--- config.mk ---
export PLATFORM = sky130hd
export DESIGN_NAME = instr_fetch_buffer
export DESIGN_NICKNAME = d
export VERILOG_FILES = /design/src/rtl/arm_fetch_pkg.sv /design/src/rtl/fetch_fifo.sv /design/src/rtl/instr_fetch_buffer.sv
export SDC_FILE = /design/constraint.sdc
export NUM_CORES = 1
export LEC_CHECK = 0
export ABC_AREA = 1
export BUFFER_PORTS_ARGS = -buffer_cell sky130_fd_sc_hd__buf_4
export CAP_MARGIN = 20
export CORE_UTILIZATION = 40
export CTS_BUF_LIST = sky130_fd_sc_hd__clkbuf_8 sky130_fd_sc_hd__clkbuf_16
export CTS_CLUSTER_DIAMETER = 30
export DETAILED_ROUTE_END_ITERATION = 10
export PLACE_DENSITY = 0.56
export REMOVE_ABC_BUFFERS = 1
export SYNTH_ARGS = -nofsm -noshare
export SYNTH_HDL_FRONTEND = slang
export SYNTH_SLANG_ARGS = --single-unit
--- constraint.sdc ---
create_clock -name i_clk -period 8.1 [get_ports i_clk]
set_clock_uncertainty 0.2 [all_clocks]
set_input_delay 0.405 -clock i_clk [delete_from_list [all_inputs] [get_ports i_clk]]
set_output_delay 0.405 -clock i_clk [all_outputs]
set_load 0.03 [all_outputs]
--- src/rtl/arm_fetch_pkg.sv ---
// Shared fetch-unit definitions: datapath widths, fetch FSM states and the default boot address.
package arm_fetch_pkg;

   localparam int unsigned ADDR_W  = 64;
   localparam int unsigned INSTR_W = 32;

   localparam logic [ADDR_W-1:0] DEFAULT_RESET_PC = '0;

   typedef enum logic [1:0] {
      IDLE,
      REQ,
      DROP
   } fetch_state_e;

   // Instruction fetches are always word aligned; the low two address bits are ignored.
   function automatic logic [ADDR_W-1:0] align_word(input logic [ADDR_W-1:0] a);
      return a & ~ADDR_W'(3);
   endfunction

endpackage

--- src/rtl/fetch_fifo.sv ---
// Power-of-two instruction FIFO with flush; a push while full or a pop while empty is ignored.
module fetch_fifo #(
   parameter int unsigned DEPTH = 4,
   parameter int unsigned WIDTH = 96
) (
   input  logic                   i_clk,
   input  logic                   i_rst_n,
   input  logic                   i_push,
   input  logic                   i_pop,
   input  logic                   i_flush,
   input  logic [WIDTH-1:0]       i_wdata,
   output logic [WIDTH-1:0]       o_rdata,
   output logic [$clog2(DEPTH):0] o_count,
   output logic                   o_full,
   output logic                   o_empty
);

   localparam int unsigned PTR_W = $clog2(DEPTH);
   localparam int unsigned CNT_W = PTR_W + 1;

   logic [WIDTH-1:0] r_mem [DEPTH];
   logic [PTR_W-1:0] r_wr_ptr;
   logic [PTR_W-1:0] r_rd_ptr;
   logic [CNT_W-1:0] r_count;
   logic             w_push;
   logic             w_pop;

   assign w_push = i_push && !o_full;
   assign w_pop  = i_pop && !o_empty;

   always_ff @(posedge i_clk or negedge i_rst_n) begin
      if (!i_rst_n) begin
         r_wr_ptr <= '0;
         r_rd_ptr <= '0;
         r_count  <= '0;
      end else if (i_flush) begin
         r_wr_ptr <= '0;
         r_rd_ptr <= '0;
         r_count  <= '0;
      end else begin
         if (w_push) r_wr_ptr <= r_wr_ptr + PTR_W'(1);
         if (w_pop)  r_rd_ptr <= r_rd_ptr + PTR_W'(1);
         case ({w_push, w_pop})
            2'b10:   r_count <= r_count + CNT_W'(1);
            2'b01:   r_count <= r_count - CNT_W'(1);
            default: r_count <= r_count;
         endcase
      end
   end

   // Storage needs no reset: the head is only looked at while the FIFO is non-empty.
   always_ff @(posedge i_clk) begin
      if (w_push && !i_flush) r_mem[r_wr_ptr] <= i_wdata;
   end

   assign o_rdata = r_mem[r_rd_ptr];
   assign o_count = r_count;
   assign o_full  = (r_count == CNT_W'(DEPTH));
   assign o_empty = (r_count == '0);

endmodule

--- src/rtl/instr_fetch_buffer.sv ---
// Instruction fetch front end: issues word reads, buffers returned instructions for decode and
// handles redirects, discarding any response that belongs to the pre-redirect stream.
module instr_fetch_buffer
   import arm_fetch_pkg::*;
#(
   parameter int unsigned       FIFO_DEPTH = 4,
   parameter logic [ADDR_W-1:0] RESET_PC   = DEFAULT_RESET_PC
) (
   input  logic               i_clk,
   input  logic               i_rst_n,
   input  logic               i_redirect,
   input  logic [ADDR_W-1:0]  i_redirect_pc,
   output logic               o_mem_req,
   output logic [ADDR_W-1:0]  o_mem_addr,
   input  logic               i_mem_ack,
   input  logic [INSTR_W-1:0] i_mem_rdata,
   output logic               o_instr_valid,
   output logic [INSTR_W-1:0] o_instr,
   output logic [ADDR_W-1:0]  o_instr_pc,
   input  logic               i_instr_ready
);

   localparam int unsigned CNT_W  = $clog2(FIFO_DEPTH) + 1;
   localparam int unsigned DATA_W = INSTR_W + ADDR_W;

   fetch_state_e      r_state;
   logic [ADDR_W-1:0] r_fa;
   logic              r_mem_req;
   logic [ADDR_W-1:0] r_mem_addr;

   logic [ADDR_W-1:0]  w_redirect_pc;
   logic [ADDR_W-1:0]  w_fa_inc;
   logic               w_push;
   logic               w_pop;
   logic [CNT_W-1:0]   w_count;
   logic               w_full;
   logic               w_empty;
   logic               w_full_after_push;
   logic [DATA_W-1:0]  w_rdata;
   logic [INSTR_W-1:0] w_head_instr;
   logic [ADDR_W-1:0]  w_head_pc;

   assign w_redirect_pc = align_word(i_redirect_pc);
   assign w_fa_inc      = r_fa + ADDR_W'(4);

   // A response arriving together with a redirect belongs to the old stream and is dropped.
   assign w_push = (r_state == REQ) && i_mem_ack && !i_redirect;
   assign w_pop  = !w_empty && i_instr_ready;

   assign w_full_after_push = (w_count == CNT_W'(FIFO_DEPTH - 1)) && !w_pop;

   fetch_fifo #(
      .DEPTH (FIFO_DEPTH),
      .WIDTH (DATA_W)
   ) u_fifo (
      .i_clk   (i_clk),
      .i_rst_n (i_rst_n),
      .i_push  (w_push),
      .i_pop   (w_pop),
      .i_flush (i_redirect),
      .i_wdata ({i_mem_rdata, r_mem_addr}),
      .o_rdata (w_rdata),
      .o_count (w_count),
      .o_full  (w_full),
      .o_empty (w_empty)
   );

   // In REQ the fetch address always equals the outstanding request address.
   always_ff @(posedge i_clk or negedge i_rst_n) begin
      if (!i_rst_n) begin
         r_state    <= IDLE;
         r_fa       <= RESET_PC;
         r_mem_req  <= 1'b0;
         r_mem_addr <= '0;
      end else begin
         unique case (r_state)
            IDLE: begin
               if (i_redirect) begin
                  r_fa <= w_redirect_pc;
               end else if (!w_full) begin
                  r_state    <= REQ;
                  r_mem_req  <= 1'b1;
                  r_mem_addr <= r_fa;
               end
            end
            REQ: begin
               if (i_redirect) begin
                  r_fa <= w_redirect_pc;
                  if (i_mem_ack) r_mem_addr <= w_redirect_pc;
                  else           r_state    <= DROP;
               end else if (i_mem_ack) begin
                  r_fa <= w_fa_inc;
                  if (w_full_after_push) begin
                     r_state   <= IDLE;
                     r_mem_req <= 1'b0;
                  end else begin
                     r_mem_addr <= w_fa_inc;
                  end
               end
            end
            DROP: begin
               if (i_redirect) r_fa <= w_redirect_pc;
               if (i_mem_ack) begin
                  r_state    <= REQ;
                  r_mem_addr <= i_redirect ? w_redirect_pc : r_fa;
               end
            end
            default: begin
               r_state   <= IDLE;
               r_mem_req <= 1'b0;
            end
         endcase
      end
   end

   assign {w_head_instr, w_head_pc} = w_rdata;

   assign o_mem_req     = r_mem_req;
   assign o_mem_addr    = r_mem_addr;
   assign o_instr_valid = !w_empty;
   assign o_instr       = w_empty ? '0 : w_head_instr;
   assign o_instr_pc    = w_empty ? '0 : w_head_pc;

endmodule

==> impl_metrics.yaml <==
timing:
  max_slew_margin_pct: 23.9
  setup_violations: 0
  finalCritPeriodShare_pct: 53.2
  final_max_slew_viol_count: 0
  max_freq_mhz: 232
  rsz0062_at_grt: "false"
  tightest_slew_ps: 1140
  hold_viol_final: 0
  fin_tns_setup_ps: 0
  holdWs_ps: 36.3
  fin_crit_ps: 4310
worst_setup_path:
  cp_top_family: "buffers and inverters"
  cp.depth: 5
  path_cells: "inv_4 > buf_4 > o21ai_0 > a21oi_1 > buf_4"
  rr_worst_depth: 9
  reg2reg_slack_ps: 4540
  path_common_cell: "buf_4"
  worstSetupPathType: "reg2out"
  worstSetupEndpointType: "output port"
  arrival_ps: 3700
  cp_max_fo: 108
  reg2reg_from: "u_fifo.o_count[0]"
  critPathBufInv: 3
  required_ps: 7500
  crit_path_start_kind: "register"
  r2r-end: "u_fifo.o_count[2]"
  endpoint: "o_instr_pc[25]"
  cpPeakStageDelay_ps: 890
  cpMaxStageDelayCell: "buf_4"
  setup.worst_path.start: "u_fifo.r_rd_ptr[0]"
cells_and_area:
  syn_to_final_growth_pct: 30.2
  final_area_sq_um: 32800
  fillCellCount: 5565
  layout_common_cells: "nor2_1 (570), nand2_1 (460), edfxtp_1 (384), o21ai_0 (335), buf_4 (288)"
  multi_input_area_sq_um: 8970
  layout_commonest_cell: "nor2_1"
  drive_gt1_share_pct: 17.9
  postLayoutCoreUtil_pct: 52.9
  final_nets: 3208
  seq_area_sq_um: 15000
outcome:
  status: "finished, final reports clean"
power:
  leakage_nw: 13.2
  power_w: 0.0145
  ir_drop_uv: 351
  p_per_area_nw_per_um2: 442
detailed_routing:
  wl_met1_microns: 33900
  wl_met2_microns: 37800
  wl_met3_microns: 4920
  drtIter0Drc: 1814
  drtPass1Iterations: 6
  wl_per_cell_microns: 19.4
  drt-total-wl_microns: 78500
  final_antenna_net_count: 0
  vias: 21600
  avgViaCountPerCell: 5.34
  dr.max_layer_used: "met5"
  drcViolationCount: 0
logic_synthesis:
  synth-async-reset-ratio_pct: 26.4
  avgSynthCellArea_sq_um: 9.04
  synth_top_cell_by_area: "edfxtp_1"
  synth_top_area_share_pct: 45.8
  synth_seq_area_share_pct: 59.5
  synth_cell_types: 46
  netlist_area_sq_um: 25200
  synthTopCellsByArea: "edfxtp_1 (46%), dfrtp_1 (14%), nor2_1 (8.6%), nand2_1 (6.9%), o21ai_0 (6.7%)"
  synth_edf_count: 384
  ys_seq_elements: 522
  netlist_instances: 2784
  synth_warnings: 0
  synthFlopType: "edfxtp_1"
grt:
  antenna_found_initial: 8
  grt_use_total_pct: 24.3
  grt_pass1_vias: 21200
  grt_pass1_wl_microns: 120000
  grt.overflow.total: 0
  grt_max_degree: 109
clocking:
  cts_tree: "done"
  postCtsSetupBuffers: 0
  cts_num_sinks: 522
  cts.root.buffer_cell: "clkbuf_16"
  clk_latency_ps: 680
  cts_buffers: 121
  clock_path_buffers: 3
  cts.clk_slew.worst_paths_ps: 50
  htreeDepth: 3
floorplan:
  die_area_sq_um: 63900
  initial_core_util_pct: 40.6
  dieWidth_microns: 253
  core_area_sq_um: 61900
  io_pins: 263
  rows: 91
  dieHeight_microns: 253
min_path:
  min_path_type: "in2reg"
placed_design:
  io_buffers: 260
  dpl-instance-area_sq_um: 27700
  dpl.hpwl_microns: 46800
  gp_congestion: 0.913
job:
  cap_violations: 0
==> layer usage <==
layer  up-vias  global-route usage, %
li1      10200                      -
met1     10500                   32.1
met2       790                   40.1
met3       123                   4.11
met4         6                   8.66
met5         -                      0
==> registers in the layout, summed over array words and instances (netlist names) <==
| register | count |
|---|---|
| u_fifo.r_mem | 384 |
| o_mem_addr | 64 |
| r_fa | 64 |
| u_fifo.o_count | 3 |
| r_state | 2 |
| u_fifo.r_rd_ptr | 2 |
| u_fifo.r_wr_ptr | 2 |
| o_mem_req | 1 |
==> worst reg2reg max path, stage by stage (launching register included) <==
cell,delay [ps]
dfrtp_1,440
nor3_4,170
buf_4,350
buf_4,920
nor2_1,420
nand2_1,230
inv_2,60
fa_1,380
xnor2_1,190
o22ai_1,80
==> final cells by class <==
| type | instances | share of cell area (%) |
|---|---|---|
| diodes | 5 | 0.0382 |
| clock inverters | 103 | 3.80 |
| well taps | 837 | 3.20 |
| inverters | 147 | 1.71 |
| flip-flops and latches | 522 | 45.8 |
| clock buffers | 127 | 9.49 |
| repair buffers | 355 | 8.65 |
| multi-input cells | 1950 | 27.4 |
==> cells by family after synthesis <==
| family | count (synthesis) | share of synthesized area, % |
|---|---|---|
| flops | 522 | 59.5 |
| mux | 1 | 0.0447 |
| simple gates | 1260 | 20.9 |
| xor+xnor | 2 | 0.0696 |
| buf+inv | 312 | 5.00 |
| compound gates | 677 | 13.9 |
| fa+ha+maj | 10 | 0.527 |
==> synth_stat cells, drive strengths merged (2+ instances only) <==
cell type / number
clkbuf: 91
inv: 143
o21ai: 377
buf: 74
o22ai: 26
nand4: 29
a21oi: 246
nand3b: 2
nor2: 604
o221ai: 3
clkinv: 4
nand2: 475
nand3: 138
a22oi: 7
nor3: 8
a21boi: 6
a31oi: 3
o211ai: 6
edfxtp: 384
ha: 9
dfrtp: 138
==> where the power goes <==
part | internal [W] | switching, W | total (W)
sequential | 0.00353 | 0.000585 | 0.00411
clock | 0.00348 | 0.00160 | 0.00508
combinational | 0.00161 | 0.00367 | 0.00528
total | 0.00862 | 0.00586 | 0.0145
==> timing repair <==
| action | 4_1_cts | 5_1_grt |
|---|---|---|
| endpoints found under the hold margin | 268 | 0 |
| hold buffers | 66 | 0 |
| gates resized for setup | 0 | 0 |
==> per-stage QoR <==
stage | instances | worst slack (ps)
floorplan | 2619 | 1070
global placement | 3745 | 4460
detailed placement | 3745 | 4400
CTS | 4041 | 3670
global route | 4045 | 3480
finish | 4046 | 3790
==> worst min-delay path by stage <==
stage | start | end | slack [ps] | cells past startpoint
2_1_floorplan | i_rst_n | o_mem_addr[0] | -90 | 0
3_3_place_gp | r_fa[0] | r_fa[0] | 320 | 1
3_5_place_dp | r_fa[0] | r_fa[0] | 330 | 1
4_1_cts | i_redirect_pc[31] | r_fa[31] | 0.6 | 5
5_1_grt | i_redirect_pc[15] | r_fa[15] | 30 | 5
6_report | i_redirect_pc[35] | r_fa[35] | 40 | 7
(Power assumes the default switching activity.)
